===== src/rtl/line_clear_engine.sv =====
// Row-compaction engine: walks the playfield bottom-to-top, drops full rows by copying
// surviving rows down, then zero-fills the vacated top rows and reports the clear count.
module line_clear_engine #(
    parameter int width_p  = 16,
    parameter int height_p = 32
) (
    input  logic                        clk_i,
    input  logic                        reset_n_i,
    input  logic                        start_i,
    output logic                        ready_o,
    input  logic                        mem_ready_i,
    output logic [$clog2(height_p)-1:0] read_line_addr_o,
    input  logic [width_p-1:0]          read_line_data_i,
    output logic [$clog2(height_p)-1:0] write_addr_o,
    output logic [width_p-1:0]          write_data_o,
    output logic                        v_w_o,
    output logic                        done_o,
    output logic [$clog2(height_p):0]   lines_cleared_o
);

    localparam int AW = $clog2(height_p);
    localparam int PW = AW + 1;

    typedef logic [PW-1:0] ptr_t;
    typedef enum logic [1:0] {
        IDLE = 2'd0,
        SCAN = 2'd1,
        FILL = 2'd2,
        DONE = 2'd3
    } state_e;

    localparam ptr_t LAST_ROW = ptr_t'(height_p - 1);
    localparam ptr_t ONE      = ptr_t'(1);
    localparam ptr_t ZERO     = ptr_t'(0);

    state_e state_q, state_d;
    ptr_t   rd_ptr_q, rd_ptr_d;
    ptr_t   wr_ptr_q, wr_ptr_d;
    ptr_t   count_q, count_d;
    ptr_t   lines_q, lines_d;
    logic   v_w;
    logic [width_p-1:0] wdata;
    logic   row_full;

    assign row_full = &read_line_data_i;

    always_comb begin
        state_d  = state_q;
        rd_ptr_d = rd_ptr_q;
        wr_ptr_d = wr_ptr_q;
        count_d  = count_q;
        lines_d  = lines_q;
        v_w      = 1'b0;
        wdata    = '0;

        case (state_q)
            IDLE: begin
                if (start_i) begin
                    state_d  = SCAN;
                    rd_ptr_d = LAST_ROW;
                    wr_ptr_d = LAST_ROW;
                    count_d  = ZERO;
                end
            end

            SCAN: begin
                if (mem_ready_i) begin
                    if (row_full) begin
                        count_d = count_q + ONE;
                    end else begin
                        // A row already sitting at its destination needs no rewrite.
                        if (rd_ptr_q != wr_ptr_q) begin
                            v_w   = 1'b1;
                            wdata = read_line_data_i;
                        end
                        wr_ptr_d = wr_ptr_q - ONE;
                    end
                    rd_ptr_d = rd_ptr_q - ONE;
                    if (rd_ptr_q == ZERO) begin
                        if (count_d != ZERO) begin
                            state_d = FILL;
                        end else begin
                            state_d = DONE;
                            lines_d = count_d;
                        end
                    end
                end
            end

            FILL: begin
                if (mem_ready_i) begin
                    v_w      = 1'b1;
                    wr_ptr_d = wr_ptr_q - ONE;
                    if (wr_ptr_q == ZERO) begin
                        state_d = DONE;
                        lines_d = count_q;
                    end
                end
            end

            DONE: begin
                state_d = IDLE;
            end

            default: begin
                state_d = IDLE;
            end
        endcase
    end

    always_ff @(posedge clk_i) begin
        if (!reset_n_i) begin
            state_q  <= IDLE;
            rd_ptr_q <= ZERO;
            wr_ptr_q <= ZERO;
            count_q  <= ZERO;
            lines_q  <= ZERO;
        end else begin
            state_q  <= state_d;
            rd_ptr_q <= rd_ptr_d;
            wr_ptr_q <= wr_ptr_d;
            count_q  <= count_d;
            lines_q  <= lines_d;
        end
    end

    assign ready_o          = (state_q == IDLE);
    assign done_o           = (state_q == DONE);
    assign v_w_o            = v_w;
    assign write_data_o     = wdata;
    assign read_line_addr_o = rd_ptr_q[AW-1:0];
    assign write_addr_o     = wr_ptr_q[AW-1:0];
    assign lines_cleared_o  = lines_q;

    // Memory safety invariants: never write into a stalled memory or above the read pointer.
    a_no_write_when_busy: assert property (@(posedge clk_i) disable iff (!reset_n_i)
        v_w_o |-> mem_ready_i);
    a_write_below_read: assert property (@(posedge clk_i) disable iff (!reset_n_i)
        (v_w_o && state_q == SCAN) |-> (wr_ptr_q > rd_ptr_q));

endmodule

===== config.mk =====
export PLATFORM = sky130hd
export DESIGN_NAME = line_clear_engine
export DESIGN_NICKNAME = d
export VERILOG_FILES = /design/src/rtl/line_clear_engine.sv
export SDC_FILE = /design/constraint.sdc
export NUM_CORES = 1
export LEC_CHECK = 0
export BUFFER_PORTS_ARGS = -buffer_cell sky130_fd_sc_hd__buf_2
export CORE_AREA = 2 2 77 79
export CTS_CLUSTER_DIAMETER = 100
export DETAILED_ROUTE_END_ITERATION = 10
export DIE_AREA = 0 0 79 81
export SLEW_MARGIN = 20
export SYNTH_ARGS = -nofsm -noshare
export SYNTH_HDL_FRONTEND = slang
export SYNTH_SLANG_ARGS = --single-unit

===== constraint.sdc =====
create_clock -name clk_i -period 3 [get_ports clk_i]
set_input_delay 0.6 -clock clk_i [delete_from_list [all_inputs] [get_ports clk_i]]
set_output_delay 0.6 -clock clk_i [all_outputs]
set_load 0.05 [all_outputs]

==> reports/metrics.csv, run 1 <==
metric,value,unit
cts_setup_buffers,0,
p_leak,0.9422,nW
synth.avg_cell_area,7.907,µm²
clock_sinks,26,
p_per_area,997.9,nW/µm²
drive_gt1_share,27.96,%
min_from,wr_ptr_q[1],
yosys_warnings,0,
yosys.area.top_type,dfxtp_1,
layout_min_cycle_time,2665,ps
routedWlPerCell,12.74,µm
syn_area,1882,µm²
drt-initial-drc-count,58,
die_w,79,µm
hold_viol_final,0,
grt_overflow,0,
post-route-period-util,88.82,%
port_buffers,54,
layout_commonest_cell,buf_2,
syn_nets,267,
ir_worst_vdd,0.6035,mV
floorplan.die_area,6399,µm²
power,2.220,mW
cts-root-buf,clkbuf_8,
synthDistinctLibCells,43,
cts_resized,1,
grt_pass1_vias,1652,
timing.rr.start,count_q[0],
fp.coreArea,5675,µm²
grtUsageTotal,14.85,%
antenna_found_initial,0,
setup_tns,0,ps
synth-edff-count,0,
h-tree-depth,1,
crit_required,2400,ps
worstPathMaxFanout,17,
synth.top_cell.area_share,27.66,%
dp_hpwl,3447,µm
critPathLaunchType,flip-flop,
clockBufferDepth,2,
insertedDiodeCount,0,
tritoncts,built,
setup_viol,0,
worst_pin_slew,795.8,ps
crit_start,wr_ptr_q[3],
report.final.slew_viol_count,0,
dr.pass1.iters,4,
finClkSkew,6.584,ps
synth-main-ff-cell,dfxtp_1,
cap_violations,0,
grt_pass1_wl,7700,µm
critPathKind,flip-flop to primary output,
slew_headroom,46.89,%
grt_max_degree,22,
hold_buffers,0,
final_antenna_net_count,0,
io_pins,55,
layout_common_cells,"buf_2, dfxtp_1, nor2_1, nand2_1, and2_1",
place_congestion,0.8138,
rsz0062_at_grt,false,
num-nets-final,309,
hold_path.class,flip-flop to flip-flop,
dr_total_vias,1769,
start_util,33.16,%
routed_wl,4510,µm
synth_seq_area_share,27.66,%
ys_seq_elements,26,
row_count,28,
path_clk_slew,90,ps
clock_latency,270,ps
area_delta_synth_final,18.22,%
post_drt_via_cell_ratio,4.997,
syn_inst,238,
drc,0,
cts_made_buffers,3,
status,finished clean,
end_kind,primary output,
ys_top_cells_by_area,"dfxtp_1, ha_1, and2_1",
synthArstFlopShare,0,%
cp.arrival,2060,ps
die_h,81,µm
max_freq,0.3753,GHz
where the power goes:
group / internal [mW] / switching, mW / total (mW)
Sequential: 0.445 / 0.126 / 0.570
Clock: 0.117 / 0.114 / 0.231
Combinational: 0.458 / 0.960 / 1.42
path summary, 6_finish.rpt:
check        slack [ps]  depth (start not counted)            endpoint
max reg2reg         590                          7  lines_cleared_o[3]
max                 340                          6    write_data_o[14]
min reg2reg         560                          2         wr_ptr_q[1]
min                 560                          2         wr_ptr_q[1]
flip-flops by register name (all words and copies together), names as in the netlist:
| name | flops |
|---|---|
| count_q | 6 |
| lines_cleared_o | 6 |
| rd_ptr_q | 6 |
| wr_ptr_q | 6 |
| state_q | 2 |
area by class of cell:
type	count	area (µm²)
clock buffers	4	55.05
fillers	615	3451
inverters	8	30.03
multi-input cells	180	1202
flip-flops and latches	26	520.5
well taps	75	93.84
repair buffers	61	322.8
through the flow:
stage               cell area (µm²)  utilization (%)  hold slack (ps)  instances  setup WS [ps]
floorplan                      1882                -            515.7        238          246.7
global placement               2165            38.14            548.5        350          72.75
detailed placement             2165            38.14            550.7        350          30.30
CTS                            2225            39.20            564.8        354          280.0
global route                   2225            39.20            588.8        354          78.52
finish                         2225            39.20            563.2        354          335.5
cells in the mapped netlist, types with 9 or more instances:
cell type  count
a21oi_1       11
and2_1        15
buf_4         10
clkbuf_1       9
dfxtp_1       26
ha_1           9
nand2_1       18
nand3_1       11
nor2_1        23
nor3_1         9
o21ai_0       12
layer usage:
layer | global-route usage [%] | share of wire, % | up-vias
li1 | - | - | 920
met1 | 17.54 | 46 | 817
met2 | 28.05 | 51 | 30
met3 | 3.222 | 3.1 | 2
met4 | 2.241 | 0.33 | 0
met5 | 0 | 0 | -
critical path, stage by stage (launching register included):
cell	delay, ps
dfxtp_1	480
xnor2_1	130
nand4_1	80
nor3_1	70
nor3_2	530
and2_2	240
buf_2	260
cells by family (layout without fill, tap and decap cells):
family | count (synthesis) | in the layout | synth area share [%]
multiplexers | 2 | 2 | 1.064
AND/OR/NAND/NOR | 98 | 98 | 26.46
AO/OA/AOI/OAI | 55 | 55 | 22.34
flip-flops | 26 | 26 | 27.66
adder cells (fa/ha/maj) | 9 | 9 | 5.984
buffers and inverters | 32 | 73 | 9.042
XOR/XNOR | 16 | 16 | 7.447
No activity file was read; power rests on OpenSTA's default activity.
==> run 2: changes to the inputs <==
- CELL_PAD_IN_SITES_DETAIL_PLACEMENT: unset -> 1
- CELL_PAD_IN_SITES_GLOBAL_PLACEMENT: unset -> 2
- CORE_AREA: 2 2 77 79 -> 2 2 84 86
- DIE_AREA: 0 0 79 81 -> 0 0 86 88
- PLACE_DENSITY_LB_ADDON: unset -> 0.1
==> run 2 against run 1 <==
Compared with the run above:
- worst setup slack worse by 5.0 ps
- cell area is 0.17% higher
- via count is 1.8% higher
- clock skew is 4.5 ps lower
- critical path depth is 2 higher
- largest cell class unchanged
- largest power group unchanged
==> reports/metrics.csv, run 2 (same netlist as run 1, synthesis figures left out) <==
metric,value,unit,change
ir_worst_vdd,0.3962,mV,-34%
rr_endpoint,lines_cleared_o[2],,
hold_path.class,flip-flop to flip-flop,,
port_buffers,54,,unchanged
tritoncts,built,,
grt_overflow,0,,unchanged
dr_total_vias,1800,,+1.8%
clock_sinks,26,,unchanged
layout_commonest_cell,buf_2,,
final_antenna_net_count,0,,unchanged
dp_hpwl,4215,µm,+22%
report.final.slew_viol_count,0,,unchanged
rsz0062_at_grt,false,,
end_kind,primary output,,
drive_gt1_share,27.96,%,unchanged
grt_pass1_wl,8928,µm,+16%
cp.arrival,2070,ps,about the same
r2r.worst_path.cells,7,,unchanged
cts_setup_buffers,0,,unchanged
post_drt_via_cell_ratio,5.014,,+0.34%
cts_resized,0,,-1
layout_common_cells,"buf_2, dfxtp_1, nor2_1, nand2_1, and2_1",,
p_per_area,1014,nW/µm²,+1.7%
dpl_worst_slack,268.9,ps,+238.6 ps
die_w,86,µm,+8.9%
cell_internal_pwr,1.022,mW,+0.23%
die_h,88,µm,+8.6%
clockBufferDepth,2,,unchanged
cp_slowest_cell,dfxtp_1,,
fill_cells,833,,+35%
switching_share,54.78,%,+0.72 points
clkPwrFrac,10.8,%,+0.4 points
post-route-period-util,88.98,%,+0.17 points
start_util,28.32,%,-4.8 points
power_switching,1.238,mW,+3.2%
path_clk_slew,100,ps,about the same
floorplan.die_area,7568,µm²,+18%
hold_buffers,0,,unchanged
dp_cells,355,,+1.4%
crit_path_max_incr_delay,360,ps,-170 ps
path_cells,inv_1 -> ha_2 -> nand2_1 -> nor3_1 -> buf_4 -> a21oi_1 -> nor2b_1 -> buf_2,,
grtUsageTotal,14.69,%,-0.15 points
crit_required,2400,ps,about the same
design_area,2228,µm²,+0.17%
routed_wl,5449,µm,+21%
worstPathMaxFanout,17,,unchanged
routedWlPerCell,15.18,µm,+19%
area_delta_synth_final,18.42,%,
fin_util,33.54,%,-5.7 points
r2r_slack,620,ps,+30 ps
p_seq_share,25.4,%,-0.3 points
whs,571.2,ps,+8.031 ps
hold_path_end,rd_ptr_q[1],,
setup_tns,0,ps,unchanged
io_pins,55,,unchanged
combPwrFrac,63.9,%,about the same
fp.coreArea,6644,µm²,+17%
clock_latency,280,ps,about the same
setup_viol,0,,unchanged
p_leak,0.9407,nW,-0.15%
fin_ws,330.5,ps,-4.972 ps
layout_min_cycle_time,2669,ps,+4.972 ps
cts-root-buf,clkbuf_8,,
hold_viol_final,0,,unchanged
grt_pass1_vias,1753,,+6.1%
h-tree-depth,1,,unchanged
timing.rr.start,count_q[0],,
power,2.261,mW,+1.8%
place_area,2171,µm²,+0.29%
insertedDiodeCount,0,,unchanged
finClkSkew,2.105,ps,-4.479 ps
max_freq,0.3746,GHz,-0.19%
final_cells,359,,+1.4%
drc,0,,unchanged
min_from,rd_ptr_q[1],,
cts_made_buffers,3,,unchanged
worst_pin_slew,821.9,ps,+26.15 ps
grt_max_degree,22,,unchanged
critPathLaunchType,flip-flop,,
antenna_found_initial,0,,unchanged
status,finished clean,,
row_count,30,,+7.1%
dr.pass1.iters,4,,unchanged
critPathKind,flip-flop to primary output,,
cap_violations,0,,unchanged
slew_headroom,45.14,%,-1.7 points
hold_depth,2,,unchanged
drt-initial-drc-count,51,,-12%
place_congestion,0.6732,,-17%
num-nets-final,309,,unchanged
==> run 2: changes by cell type in the layout (fill, tap and decap cells not counted) <==
| cell | delta |
|---|---|
| nor3_2 | -1 |
| nor3_1 | +1 |
| ha_2 | +1 |
| ha_1 | -1 |
==> run 2: area by class of cell <==
| type | count | area, µm² | area share [%] |
|---|---|---|---|
| flip-flops and latches | 26 | 520.5 | 23.36 |
| well taps | 80 | 100.1 | 4.492 |
| repair buffers | 61 | 322.8 | 14.49 |
| inverters | 8 | 30.03 | 1.348 |
| clock buffers | 4 | 55.05 | 2.471 |
| multi-input cells | 180 | 1200 | 53.85 |
==> run 2: power by group through the flow <==
stage / Sequential (mW) / Combinational [mW] / Clock [mW]
final: 0.573 / 1.44 / 0.243
after global routing: 0.591 / 1.58 / 0.267
after CTS: 0.578 / 1.46 / 0.254
after detailed placement: 0.586 / 1.45 / 0
after global placement: 0.587 / 1.45 / 0
after floorplan: 0.630 / 1.10 / 0
==> run 2: worst max-delay path by stage <==
stage	from	endpoint	slack, ps
3_5_place_dp	read_line_data_i[14]	lines_cleared_o[2]	270
6_report	state_q[1]	v_w_o	330
2_1_floorplan	read_line_data_i[13]	v_w_o	250
4_1_cts	state_q[1]	v_w_o	180
5_1_grt	state_q[1]	v_w_o	90
3_3_place_gp	read_line_data_i[14]	lines_cleared_o[2]	270
==> run 2: layer usage <==
metal / vias up / GRT usage [%] / routed length, µm
li1: 924 / - / -
met1: 852 / 18.71 / 2535
met2: 24 / 26.71 / 2783
met3: 0 / 2.545 / 130
met4: 0 / 1.732 / 0
met5: - / 0 / 0
==> run 2: critical path: cells and delay by family, from the launching register on <==
kind	cells	cell delay, ps
buf+inv	3	600
flops	1	360
fa+ha+maj	1	290
compound gates	1	50
simple gates	3	490
==> run 3: changes to the inputs <==
- REMOVE_ABC_BUFFERS: unset -> 1
==> run 3 against run 2 <==
Compared with the run above:
- die area unchanged
- first-iteration DRC count shrank 65%
- maximum frequency shrank 2.6%
==> reports/metrics.csv, run 3 (same netlist as run 1, synthesis figures left out) <==
metric,value,unit,change
antenna_found_initial,0,,unchanged
worstPathMaxFanout,17,,unchanged
dp_hpwl,4326,µm,+2.6%
power,2.254,mW,-0.29%
grt_pass1_wl,9094,µm,+1.9%
cts_setup_buffers,0,,unchanged
cts_resized,0,,unchanged
start_util,28.32,%,unchanged
crit_family,buffers and inverters,,
die_h,88,µm,unchanged
ir_worst_vdd,0.3895,mV,-1.7%
max_freq,0.3649,GHz,-2.6%
clockBufferDepth,2,,unchanged
layout_commonest_cell,buf_2,,
place_congestion,0.7278,,+8.1%
num-nets-final,309,,unchanged
cts-root-buf,clkbuf_8,,
io_pins,55,,unchanged
cts_made_buffers,3,,unchanged
insertedDiodeCount,0,,unchanged
path_clk_slew,100,ps,about the same
post_drt_via_cell_ratio,5.028,,+0.28%
grt_pass1_vias,1787,,+1.9%
floorplan.die_area,7568,µm²,unchanged
slew_headroom,43.66,%,-1.5 points
layout_min_cycle_time,2740,ps,+70.64 ps
critPathLaunchType,flip-flop,,
critPathKind,flip-flop to primary output,,
final_antenna_net_count,0,,unchanged
tritoncts,built,,
die_w,86,µm,unchanged
routedWlPerCell,15.21,µm,+0.20%
fin_util,33.50,%,-0.038 points
cp_slowest_cell,dfxtp_1,,
finClkSkew,8.035,ps,+5.930 ps
setup_viol,0,,unchanged
worst_pin_slew,844.2,ps,+22.30 ps
drive_gt1_share,27.60,%,-0.36 points
end_kind,primary output,,
post-route-period-util,91.34,%,+2.4 points
path_cells,inv_1 -> ha_1 -> nand2_1 -> nor3_1 -> buf_4 -> a21oi_1 -> nor2b_1 -> buf_2,,
hold_buffers,0,,unchanged
p_per_area,1013,nW/µm²,-0.18%
routed_wl,5460,µm,+0.20%
drt-initial-drc-count,18,,-65%
row_count,30,,unchanged
final_cells,359,,unchanged
critPathBufInv,3,,unchanged
drc,0,,unchanged
dr_total_vias,1805,,+0.28%
crit_required,2400,ps,about the same
cp.arrival,2140,ps,+70 ps
clock_latency,280,ps,about the same
cap_violations,0,,unchanged
hold_path.class,flip-flop to flip-flop,,
report.final.slew_viol_count,0,,unchanged
clock_sinks,26,,unchanged
h-tree-depth,1,,unchanged
grt_overflow,0,,unchanged
crit_path_max_incr_delay,360,ps,about the same
hold_viol_final,0,,unchanged
area_delta_synth_final,18.28,%,
layout_common_cells,"buf_2, dfxtp_1, nor2_1, nand2_1, and2_1",,
grtUsageTotal,15.05,%,+0.36 points
fp.coreArea,6644,µm²,unchanged
port_buffers,54,,unchanged
status,finished clean,,
p_leak,0.9420,nW,+0.13%
dr.pass1.iters,4,,unchanged
rsz0062_at_grt,false,,
grt_max_degree,22,,unchanged
dp_cells,355,,unchanged
-- run 3: cell count changes in the layout (fill, tap and decap cells not counted) --
| cell | delta |
|---|---|
| ha_1 | +1 |
| ha_2 | -1 |
-- run 3: worst paths after layout --
path / end / cells after the start / start / slack, ps
min: rd_ptr_q[1] / 2 / rd_ptr_q[1] / 580
max reg2reg: lines_cleared_o[4] / 7 / count_q[0] / 600
max: v_w_o / 8 / state_q[1] / 260
min reg2reg: rd_ptr_q[1] / 2 / rd_ptr_q[1] / 580
-- run 3: worst min-delay path: stages (launching register included) --
cell and delay [ps]:
dfxtp_1 370, nor2_1 120, a211oi_1 50
-- run 3: area by class of cell --
cell class	count	area [µm²]
Tap cell	80	100.1
Fill cell	833	4418
Inverter	8	30.03
Clock buffer	4	55.05
Timing Repair Buffer	61	322.8
Sequential cell	26	520.5
Multi-Input combinational cell	180	1197
-- run 3: power breakdown --
group          internal (mW)  switching, mW  leakage [nW]
clock                  0.118          0.125        0.0288
sequential             0.444          0.124         0.213
combinational          0.457          0.986         0.700
-- run 3: metal layers --
| metal | global-route usage (%) | up-vias | routed length, µm |
|---|---|---|---|
| met5 | 0 | - | 0 |
| met1 | 19.52 | 857 | 2621 |
| met2 | 26.36 | 28 | 2649 |
| li1 | - | 917 | - |
| met4 | 3.463 | 0 | 25 |
| met3 | 2.262 | 3 | 163 |
-- run 3: stage by stage --
stage | area (µm²) | setup WS [ps] | setup TNS [ps] | hold WS, ps
final | 2226 | 259.9 | 0 | 578.5
after CTS | 2226 | 225.1 | 0 | 588.6
after floorplan | 1742 | -242.4 | -4688 | 515.7
after detailed placement | 2171 | 304.9 | 0 | 569.4
after global placement | 2171 | 308.4 | 0 | 562.7
after global routing | 2226 | 66.75 | 0 | 604.3
